## src/rtl/instr_fetch_if.sv

```systemverilog
// Fetch-stage bus bundle.
// Groups everything instr_fetch exchanges with its neighbours. clk and reset
// are not part of this bundle.
//   address     : fetch address from the program counter
//   imem_addr   : instruction memory read address
//   imem_rdata  : memory read data, valid one cycle after imem_addr
//   zero_flag   : ALU zero flag, the branch condition
//   jump/branch : one-cycle redirect pulses to the program counter
//   jump_adr/branch_adr : redirect targets
//   instr/instr_pc/instr_valid : registered instruction handed to decode
//   halted      : fetch has stopped on a HALT
//   retired     : running count of valid instructions delivered
// modport slave is the fetch block; modport master is its surroundings.
interface instr_fetch_if;
  logic [7:0]  address;
  logic [7:0]  imem_addr;
  logic [15:0] imem_rdata;
  logic        zero_flag;
  logic        jump;
  logic        branch;
  logic [7:0]  jump_adr;
  logic [7:0]  branch_adr;
  logic [15:0] instr;
  logic [7:0]  instr_pc;
  logic        instr_valid;
  logic        halted;
  logic [15:0] retired;

  modport slave (
    input  address, imem_rdata, zero_flag,
    output imem_addr, jump, branch, jump_adr, branch_adr,
    output instr, instr_pc, instr_valid, halted, retired
  );

  modport master (
    output address, imem_rdata, zero_flag,
    input  imem_addr, jump, branch, jump_adr, branch_adr,
    input  instr, instr_pc, instr_valid, halted, retired
  );
endinterface

```

## src/rtl/instr_fetch.sv

```systemverilog
// Two-stage instruction fetch with jump/branch redirect and halt.
// A fetch register (f_pc/f_v) tracks the address whose synchronous memory
// read is currently on imem_rdata. An output register then presents that
// word to decode. Jumps, taken branches and HALT are decoded straight off
// imem_rdata.
// Ports:
//   clk   : clock, rising-edge
//   reset : asynchronous, active-low
//   bus   : instr_fetch_if.slave (see rtl/instr_fetch_if.sv)
//
// state  | meaning
// RUN    | normal fetch; captures are valid unless a redirect/halt is taken
// SQUASH | discarding the wrong-path capture after a redirect
// HALTED | stopped on HALT; only reset leaves this state
module instr_fetch #(
  parameter logic [3:0] JMP_OP  = 4'hE,
  parameter logic [3:0] BEQ_OP  = 4'hF,
  parameter logic [3:0] HALT_OP = 4'hD
) (
  input  logic          clk,
  input  logic          reset,
  instr_fetch_if.slave  bus
);

  typedef enum logic [1:0] {RUN, SQUASH, HALTED} state_t;

  state_t      state_q, state_d;
  logic [1:0]  sq_cnt_q, sq_cnt_d;
  logic [7:0]  f_pc_q, f_pc_d;
  logic        f_v_q, f_v_d;
  logic [15:0] instr_q, instr_d;
  logic [7:0]  instr_pc_q, instr_pc_d;
  logic        instr_valid_q, instr_valid_d;
  logic        jump_q, jump_d;
  logic        branch_q, branch_d;
  logic [7:0]  jump_adr_q, jump_adr_d;
  logic [7:0]  branch_adr_q, branch_adr_d;
  logic        halted_q, halted_d;
  logic [15:0] retired_q, retired_d;

  logic [3:0]  opcode;
  logic [7:0]  target;
  logic        dec_en;
  logic        take_jmp;
  logic        take_beq;
  logic        take_halt;
  logic        redirect;

  assign bus.imem_addr = bus.address;

  assign opcode    = bus.imem_rdata[15:12];
  assign target    = bus.imem_rdata[7:0];
  assign dec_en    = f_v_q && (state_q == RUN);
  assign take_jmp  = dec_en && (opcode == JMP_OP);
  assign take_beq  = dec_en && (opcode == BEQ_OP) && bus.zero_flag;
  assign take_halt = dec_en && (opcode == HALT_OP);
  assign redirect  = take_jmp || take_beq;

  always_comb begin
    state_d       = state_q;
    sq_cnt_d      = sq_cnt_q;
    f_pc_d        = bus.address;
    // The capture at a redirect or halt edge is already wrong-path.
    f_v_d         = (state_q == RUN) && !redirect && !take_halt;
    instr_d       = bus.imem_rdata;
    instr_pc_d    = f_pc_q;
    instr_valid_d = dec_en;
    jump_d        = take_jmp;
    branch_d      = take_beq;
    jump_adr_d    = take_jmp ? target : jump_adr_q;
    branch_adr_d  = take_beq ? target : branch_adr_q;
    retired_d     = retired_q + {15'd0, instr_valid_d};

    case (state_q)
      RUN: begin
        if (redirect) begin
          state_d  = SQUASH;
          sq_cnt_d = 2'd2;
        end else if (take_halt) begin
          state_d = HALTED;
        end
      end
      SQUASH: begin
        // The redirect edge's capture was the first of the two squashed ones.
        // Dropping to 1 here marks the second, and the next capture is the
        // redirect target, so fetch resumes.
        sq_cnt_d = sq_cnt_q - 2'd1;
        if (sq_cnt_d <= 2'd1) begin
          state_d  = RUN;
          sq_cnt_d = 2'd0;
        end
      end
      HALTED: begin
        state_d = HALTED;
      end
      default: begin
        state_d  = RUN;
        sq_cnt_d = 2'd0;
      end
    endcase

    halted_d = (state_d == HALTED);
  end

  always_ff @(posedge clk or negedge reset) begin
    if (!reset) begin
      state_q       <= RUN;
      sq_cnt_q      <= 2'd0;
      f_pc_q        <= 8'd0;
      f_v_q         <= 1'b0;
      instr_q       <= 16'd0;
      instr_pc_q    <= 8'd0;
      instr_valid_q <= 1'b0;
      jump_q        <= 1'b0;
      branch_q      <= 1'b0;
      jump_adr_q    <= 8'd0;
      branch_adr_q  <= 8'd0;
      halted_q      <= 1'b0;
      retired_q     <= 16'd0;
    end else begin
      state_q       <= state_d;
      sq_cnt_q      <= sq_cnt_d;
      f_pc_q        <= f_pc_d;
      f_v_q         <= f_v_d;
      instr_q       <= instr_d;
      instr_pc_q    <= instr_pc_d;
      instr_valid_q <= instr_valid_d;
      jump_q        <= jump_d;
      branch_q      <= branch_d;
      jump_adr_q    <= jump_adr_d;
      branch_adr_q  <= branch_adr_d;
      halted_q      <= halted_d;
      retired_q     <= retired_d;
    end
  end

  assign bus.instr       = instr_q;
  assign bus.instr_pc    = instr_pc_q;
  assign bus.instr_valid = instr_valid_q;
  assign bus.jump        = jump_q;
  assign bus.branch      = branch_q;
  assign bus.jump_adr    = jump_adr_q;
  assign bus.branch_adr  = branch_adr_q;
  assign bus.halted      = halted_q;
  assign bus.retired     = retired_q;

endmodule

```

## src/flat_wrapper.sv

```systemverilog
// flat-port wrapper written by rule: the top's interface ports become plain ports
module instr_fetch_flat 
#(
  parameter logic [3:0] JMP_OP  = 4'hE,
  parameter logic [3:0] BEQ_OP  = 4'hF,
  parameter logic [3:0] HALT_OP = 4'hD
)
  (clk, reset, bus_address, bus_imem_rdata, bus_zero_flag, bus_imem_addr, bus_jump, bus_branch, bus_jump_adr, bus_branch_adr, bus_instr, bus_instr_pc, bus_instr_valid, bus_halted, bus_retired);
  instr_fetch_if bus_i ();
  input  logic clk;
  input  logic reset;
  input wire logic [$bits(bus_i.address)-1:0] bus_address;
  input wire logic [$bits(bus_i.imem_rdata)-1:0] bus_imem_rdata;
  input wire logic [$bits(bus_i.zero_flag)-1:0] bus_zero_flag;
  output wire logic [$bits(bus_i.imem_addr)-1:0] bus_imem_addr;
  output wire logic [$bits(bus_i.jump)-1:0] bus_jump;
  output wire logic [$bits(bus_i.branch)-1:0] bus_branch;
  output wire logic [$bits(bus_i.jump_adr)-1:0] bus_jump_adr;
  output wire logic [$bits(bus_i.branch_adr)-1:0] bus_branch_adr;
  output wire logic [$bits(bus_i.instr)-1:0] bus_instr;
  output wire logic [$bits(bus_i.instr_pc)-1:0] bus_instr_pc;
  output wire logic [$bits(bus_i.instr_valid)-1:0] bus_instr_valid;
  output wire logic [$bits(bus_i.halted)-1:0] bus_halted;
  output wire logic [$bits(bus_i.retired)-1:0] bus_retired;
  assign bus_i.address = bus_address;
  assign bus_i.imem_rdata = bus_imem_rdata;
  assign bus_i.zero_flag = bus_zero_flag;
  assign bus_imem_addr = bus_i.imem_addr;
  assign bus_jump = bus_i.jump;
  assign bus_branch = bus_i.branch;
  assign bus_jump_adr = bus_i.jump_adr;
  assign bus_branch_adr = bus_i.branch_adr;
  assign bus_instr = bus_i.instr;
  assign bus_instr_pc = bus_i.instr_pc;
  assign bus_instr_valid = bus_i.instr_valid;
  assign bus_halted = bus_i.halted;
  assign bus_retired = bus_i.retired;
  instr_fetch #(.JMP_OP(JMP_OP), .BEQ_OP(BEQ_OP), .HALT_OP(HALT_OP)) u_core (.clk(clk), .reset(reset), .bus(bus_i));
endmodule
```

## config.mk

```make
export PLATFORM = sky130hd
export DESIGN_NAME = instr_fetch_flat
export DESIGN_NICKNAME = d
export VERILOG_FILES = /design/src/rtl/instr_fetch_if.sv /design/src/rtl/instr_fetch.sv /design/src/flat_wrapper.sv
export SDC_FILE = /design/constraint.sdc
export NUM_CORES = 1
export LEC_CHECK = 0
export BUFFER_PORTS_ARGS = -buffer_cell sky130_fd_sc_hd__buf_2
export CAP_MARGIN = 20
export CORE_ASPECT_RATIO = 0.5
export CORE_MARGIN = 2
export CORE_UTILIZATION = 50
export CTS_BUF_LIST = sky130_fd_sc_hd__clkbuf_2 sky130_fd_sc_hd__clkbuf_4 sky130_fd_sc_hd__clkbuf_8
export DETAILED_ROUTE_END_ITERATION = 12
export GPL_TIMING_DRIVEN = 0
export PLACE_DENSITY = 0.92
export RECOVER_POWER = 25
export SYNTH_ARGS = -nofsm -noshare
export SYNTH_HDL_FRONTEND = slang
export SYNTH_SLANG_ARGS = --single-unit
```

## constraint.sdc

```tcl
create_clock -name clk -period 2.5 [get_ports clk]
set_input_delay 0.625 -clock clk [delete_from_list [all_inputs] [get_ports clk]]
set_output_delay 0.625 -clock clk [all_outputs]
set_load 0.02 [all_outputs]
```

# Yosys cells after proc, flatten, opt, wreduce, memory -nomap -nowiden
# Index checks and enable logic that the tools add are counted.
# word_totals
word_cells,43
mem_bits_rw,0
mem_bits_ro,0
inputBits,27
latchBits,0
output_inout_bits,68
memories,0
reg_bits,73
# op_classes
n_reduce_logical,12
muxes,7
n_eq_ne,7
n_shift,0
order_cmp,1
bitwise,1
mul,0
n_addsub,2
n_div,0
# op_table
op,n
$add A16 B1 Y16,1
$eq A4 B4 Y1 const B,3
$pmux W2 S3,2
$mux W2,5
$logic_and A1 B1 Y1,7
$eq A2 B2 Y1 const B,2
$eq A2 B1 Y1 const B,1
$le A2 B1 Y1 const B,1
$logic_not A1 Y1,2
$logic_not A2 Y1,1
$ne A2 B1 Y1 const B,1
$reduce_and A2 Y1,1
$sub A2 B1 Y2 const B,1
$logic_or A1 B1 Y1,1
$not A1 Y1,1

# Depth between registers and ports, before layout
# logic_depth
depth_word,8
mapped_depth,8
depth_no_buf,7

# Worst setup path after synthesis
# Ideal clock, no wire load.
# synth_path
path_kind,register to register
startpoint,reg u_core.state_q[0]
endpoint,"reg u_core.retired_q[14], in the netlist u_core.bus.retired[14]"
required_time_ps,2371
path_slack_ps,739
stages_incl_launch_ff,9
n_path_buf,1
synth_period_minus_slack_ps,1761
t_arrival_ps,1632
setup_time_ps,129
cell_sequence,dfrtp_1 nor2_2 and2_2 ha_1 ha_1 and3_1 buf_2 nand4_1 xnor2_1
# synth_between
elab_chain_len,3
# synth_lines
element,line,source
start: declaration,instr_fetch.sv:27,"state_t state_q, state_d;"
start signal: assignment,instr_fetch.sv:121,state_q <= state_d;
$logic_not A2 Y1,instr_fetch.sv:53,assign dec_en = f_v_q && (state_q == RUN);
$logic_and A1 B1 Y1,instr_fetch.sv:53,
net u_core.dec_en,instr_fetch.sv:43,logic dec_en;
$add A16 B1 Y16,instr_fetch.sv:72,"retired_d = retired_q + {15'd0, instr_valid_d};"
net u_core.retired_d[14],instr_fetch.sv:39,"logic [15:0] retired_q, retired_d;"
end signal: assignment,instr_fetch.sv:133,retired_q <= retired_d;
end: declaration,instr_fetch.sv:39,
# The timed path passes the listed nets, and every way through them passes these cells.
# A chain may end at the register's enable or synchronous reset.

# Worst setup path after layout
# Same ends and word-level chain as after synthesis.

==> reports/metrics.cfg <==
[pwr]
peakVddDrop_mv = 0.592
seq_power_share_pct = 42.4
netSwitchingPower_uw = 1120
p_comb_share_pct = 25.2
intPower_uw = 2670
p_leak_uw = 0.00180
p_total_uw = 3790
power.density_nw_per_um2 = 1120
switching_share_pct = 29.5
power_frac_clock_pct = 32.5

[setup_path]
worst-path-max-fanout = 7
r2r-end = u_core.bus.retired[14]
crit_arrival_ps = 2290
required_ps = 2720
startpoint_type = flop
r2r_slack_ps = 430
r2r-start = u_core.state_q[0]
path_class = flop to flop
reg2regPathDepth = 8
end_kind = flop

[clocking]
clock_path_buffers = 2
path_clk_slew_ps = 70
cts_tree = done
cts_resized = 0
cts_htree_levels = 3
cts_buffers = 9
hold_buffers = 0
cts_setup_buffers = 0
clock-sinks = 73
clk_latency_ps = 340
cts-root-buf = clkbuf_8

[sta]
fin_crit_ps = 2070
skew_ps = 6.95
finalSetupViolCount = 0
relSlewSlack_pct = -13.4
hold_slack_ps = 349
period_share_pct = 82.7
rsz0062_at_grt = false
max_freq_ghz = 0.484
worst_slack_ps = 432
finalSetupTns_ps = 0
drv_slew = 74
final_hold_viol_count = 0
worst_slew_pin_slew_ps = 1700

[drt]
num_vias = 1570
wire_per_inst_um = 13.8
firstDrtPassIters = 4
ant_nets = 0
drt_iter0_drc = 49
via_per_inst = 4.56
finalWirelength_mm = 4.75
drc = 0

[hold_path]
hold_depth = 0
worstHoldStart = u_core.f_pc_q[0]
hold_path_end = u_core.bus.instr_pc[0]
hold_class = flop to flop

[die]
dieWidth_um = 105
dieHeight_um = 54.6
row_count = 18
ioPinCount = 95
core_area_um2 = 4930
dieArea_um2 = 5750
start_util_pct = 52.0

[global_route]
grt_overflow = 0
grt_usage_pct = 17.9
grt_antenna_before_repair = 0
grt_max_degree = 74
met3_usage_pct = 6.79
grt_busiest_layer = met2
use_met2_pct = 30.0
first_global_vias = 1536
grtUsageMet1_pct = 21.1
grt_pass1_wl_mm = 7.38

[finish]
register_area_um2 = 1830
n_antenna_cell = 0
fillers = 361
multi_input_area_um2 = 628
synthToLayoutAreaGrowth_pct = 31.9
nNetsFinal = 299
layout-drive-gt1-share_pct = 46.7
finish.utilization_pct = 68.6
layout_commonest_cell = buf_2
layout_common_cells = buf_2 (83), dfrtp_1 (73), mux2_4 (16), xnor2_1 (12)

[yosys]
synth_seq_cells = 73
syn_area_per_cell_um2 = 15.6
ys_seq_area_share_pct = 71.3
yosys-top-cells-area = dfrtp_1 (71%), mux2_4 (9.4%), xnor2_1 (4.1%)
synth.largest_area_cell = dfrtp_1
synth_top_area_share_pct = 71.3
synth.net_count = 194
syn_inst = 164
yosysUniqueCellTypes = 24
synth_area_um2 = 2560
ys_warn_count = 0

[outcome]
status = complete, but fails checks
failed_checks = capacitance limit, slew limit

[placement]
place_congestion = 0.805
port_buffers = 94
place_hpwl_mm = 3.36
place_ws_ps = 521

[run]
maxCapViolCount = 1

## state kept, by name, indices dropped and copies added (netlist names)
| signal | cells |
|---|---|
| u_core.bus.branch | 1 |
| u_core.bus.branch_adr | 8 |
| u_core.bus.halted | 1 |
| u_core.bus.instr | 16 |
| u_core.bus.instr_pc | 8 |
| u_core.bus.instr_valid | 1 |
| u_core.bus.jump | 1 |
| u_core.bus.jump_adr | 8 |
| u_core.bus.retired | 16 |
| u_core.f_pc_q | 8 |
| u_core.f_v_q | 1 |
| u_core.sq_cnt_q | 2 |
| u_core.state_q | 2 |
## worst max-delay path, stage by stage (launching register included)
cell and delay [ps]:
dfrtp_1 460, nor2_1 230, and2_2 200, ha_1 240
ha_1 240, and3_1 160, buf_2 150, nand4_1 130
xnor2_1 150
## worst max-delay path by stage
stage,startpoint,end,cells past startpoint
6_report,u_core.state_q[0],u_core.bus.retired[14],8
2_1_floorplan,u_core.state_q[0],u_core.bus.retired[14],8
3_5_place_dp,u_core.state_q[0],u_core.bus.retired[14],8
4_1_cts,u_core.state_q[0],u_core.bus.retired[14],8
3_3_place_gp,reset,u_core.bus.branch_adr[1],1
5_1_grt,u_core.state_q[0],u_core.bus.retired[14],8
## metal layers
layer / vias up / part of all wire [%]
met5: - / 0
met2: 40 / 53
met1: 775 / 40
li1: 746 / -
met4: 0 / 1.8
met3: 9 / 5.1
## metrics by stage
| step | cells | instance area [um^2] |
|---|---|---|
| after floorplan | 164 | 2560 |
| after global placement | 328 | 3120 |
| after detailed placement | 328 | 3120 |
| after CTS | 344 | 3400 |
| after global routing | 344 | 3380 |
| final | 344 | 3380 |
## Yosys cell counts, drive strengths merged
cell	number
mux2	17
o211ai	1
and4	1
and3	4
o22ai	1
a21boi	1
a31oi	1
nand4	5
nor2	6
inv	5
nand2b	1
and2	1
xor2	2
nand2	8
xnor2	12
buf	11
or2	2
ha	3
dfrtp	73
nand3	9
## power by group through the flow
stage	combinational, uW	sequential, uW	clock [uW]
global route	1030	1630	1310
detailed placement	972	1620	0
CTS	974	1600	1260
finish	953	1600	1230
floorplan	363	1860	0
global placement	934	1600	0
## cell type report
class | count | share of cell area [%]
clock inverters | 5 | 3.70
flip-flops and latches | 73 | 54.0
plain buffers | 11 | 2.59
inverters | 5 | 0.555
well taps | 70 | 2.59
clock buffers | 11 | 4.48
repair buffers | 94 | 13.5
multi-input cells | 75 | 18.6
## cell families (layout without fill, tap and decap cells)
| kind of cell | Yosys count | in the layout | share of synthesized area, % |
|---|---|---|---|
| flops | 73 | 73 | 71.3 |
| simple gates | 37 | 37 | 7.47 |
| mux | 17 | 17 | 9.81 |
| compound gates | 4 | 4 | 1.07 |
| buf+inv | 16 | 126 | 4.15 |
| fa+ha+maj | 3 | 3 | 1.46 |
| xor+xnor | 14 | 14 | 4.78 |
(Power assumes the default switching activity.)
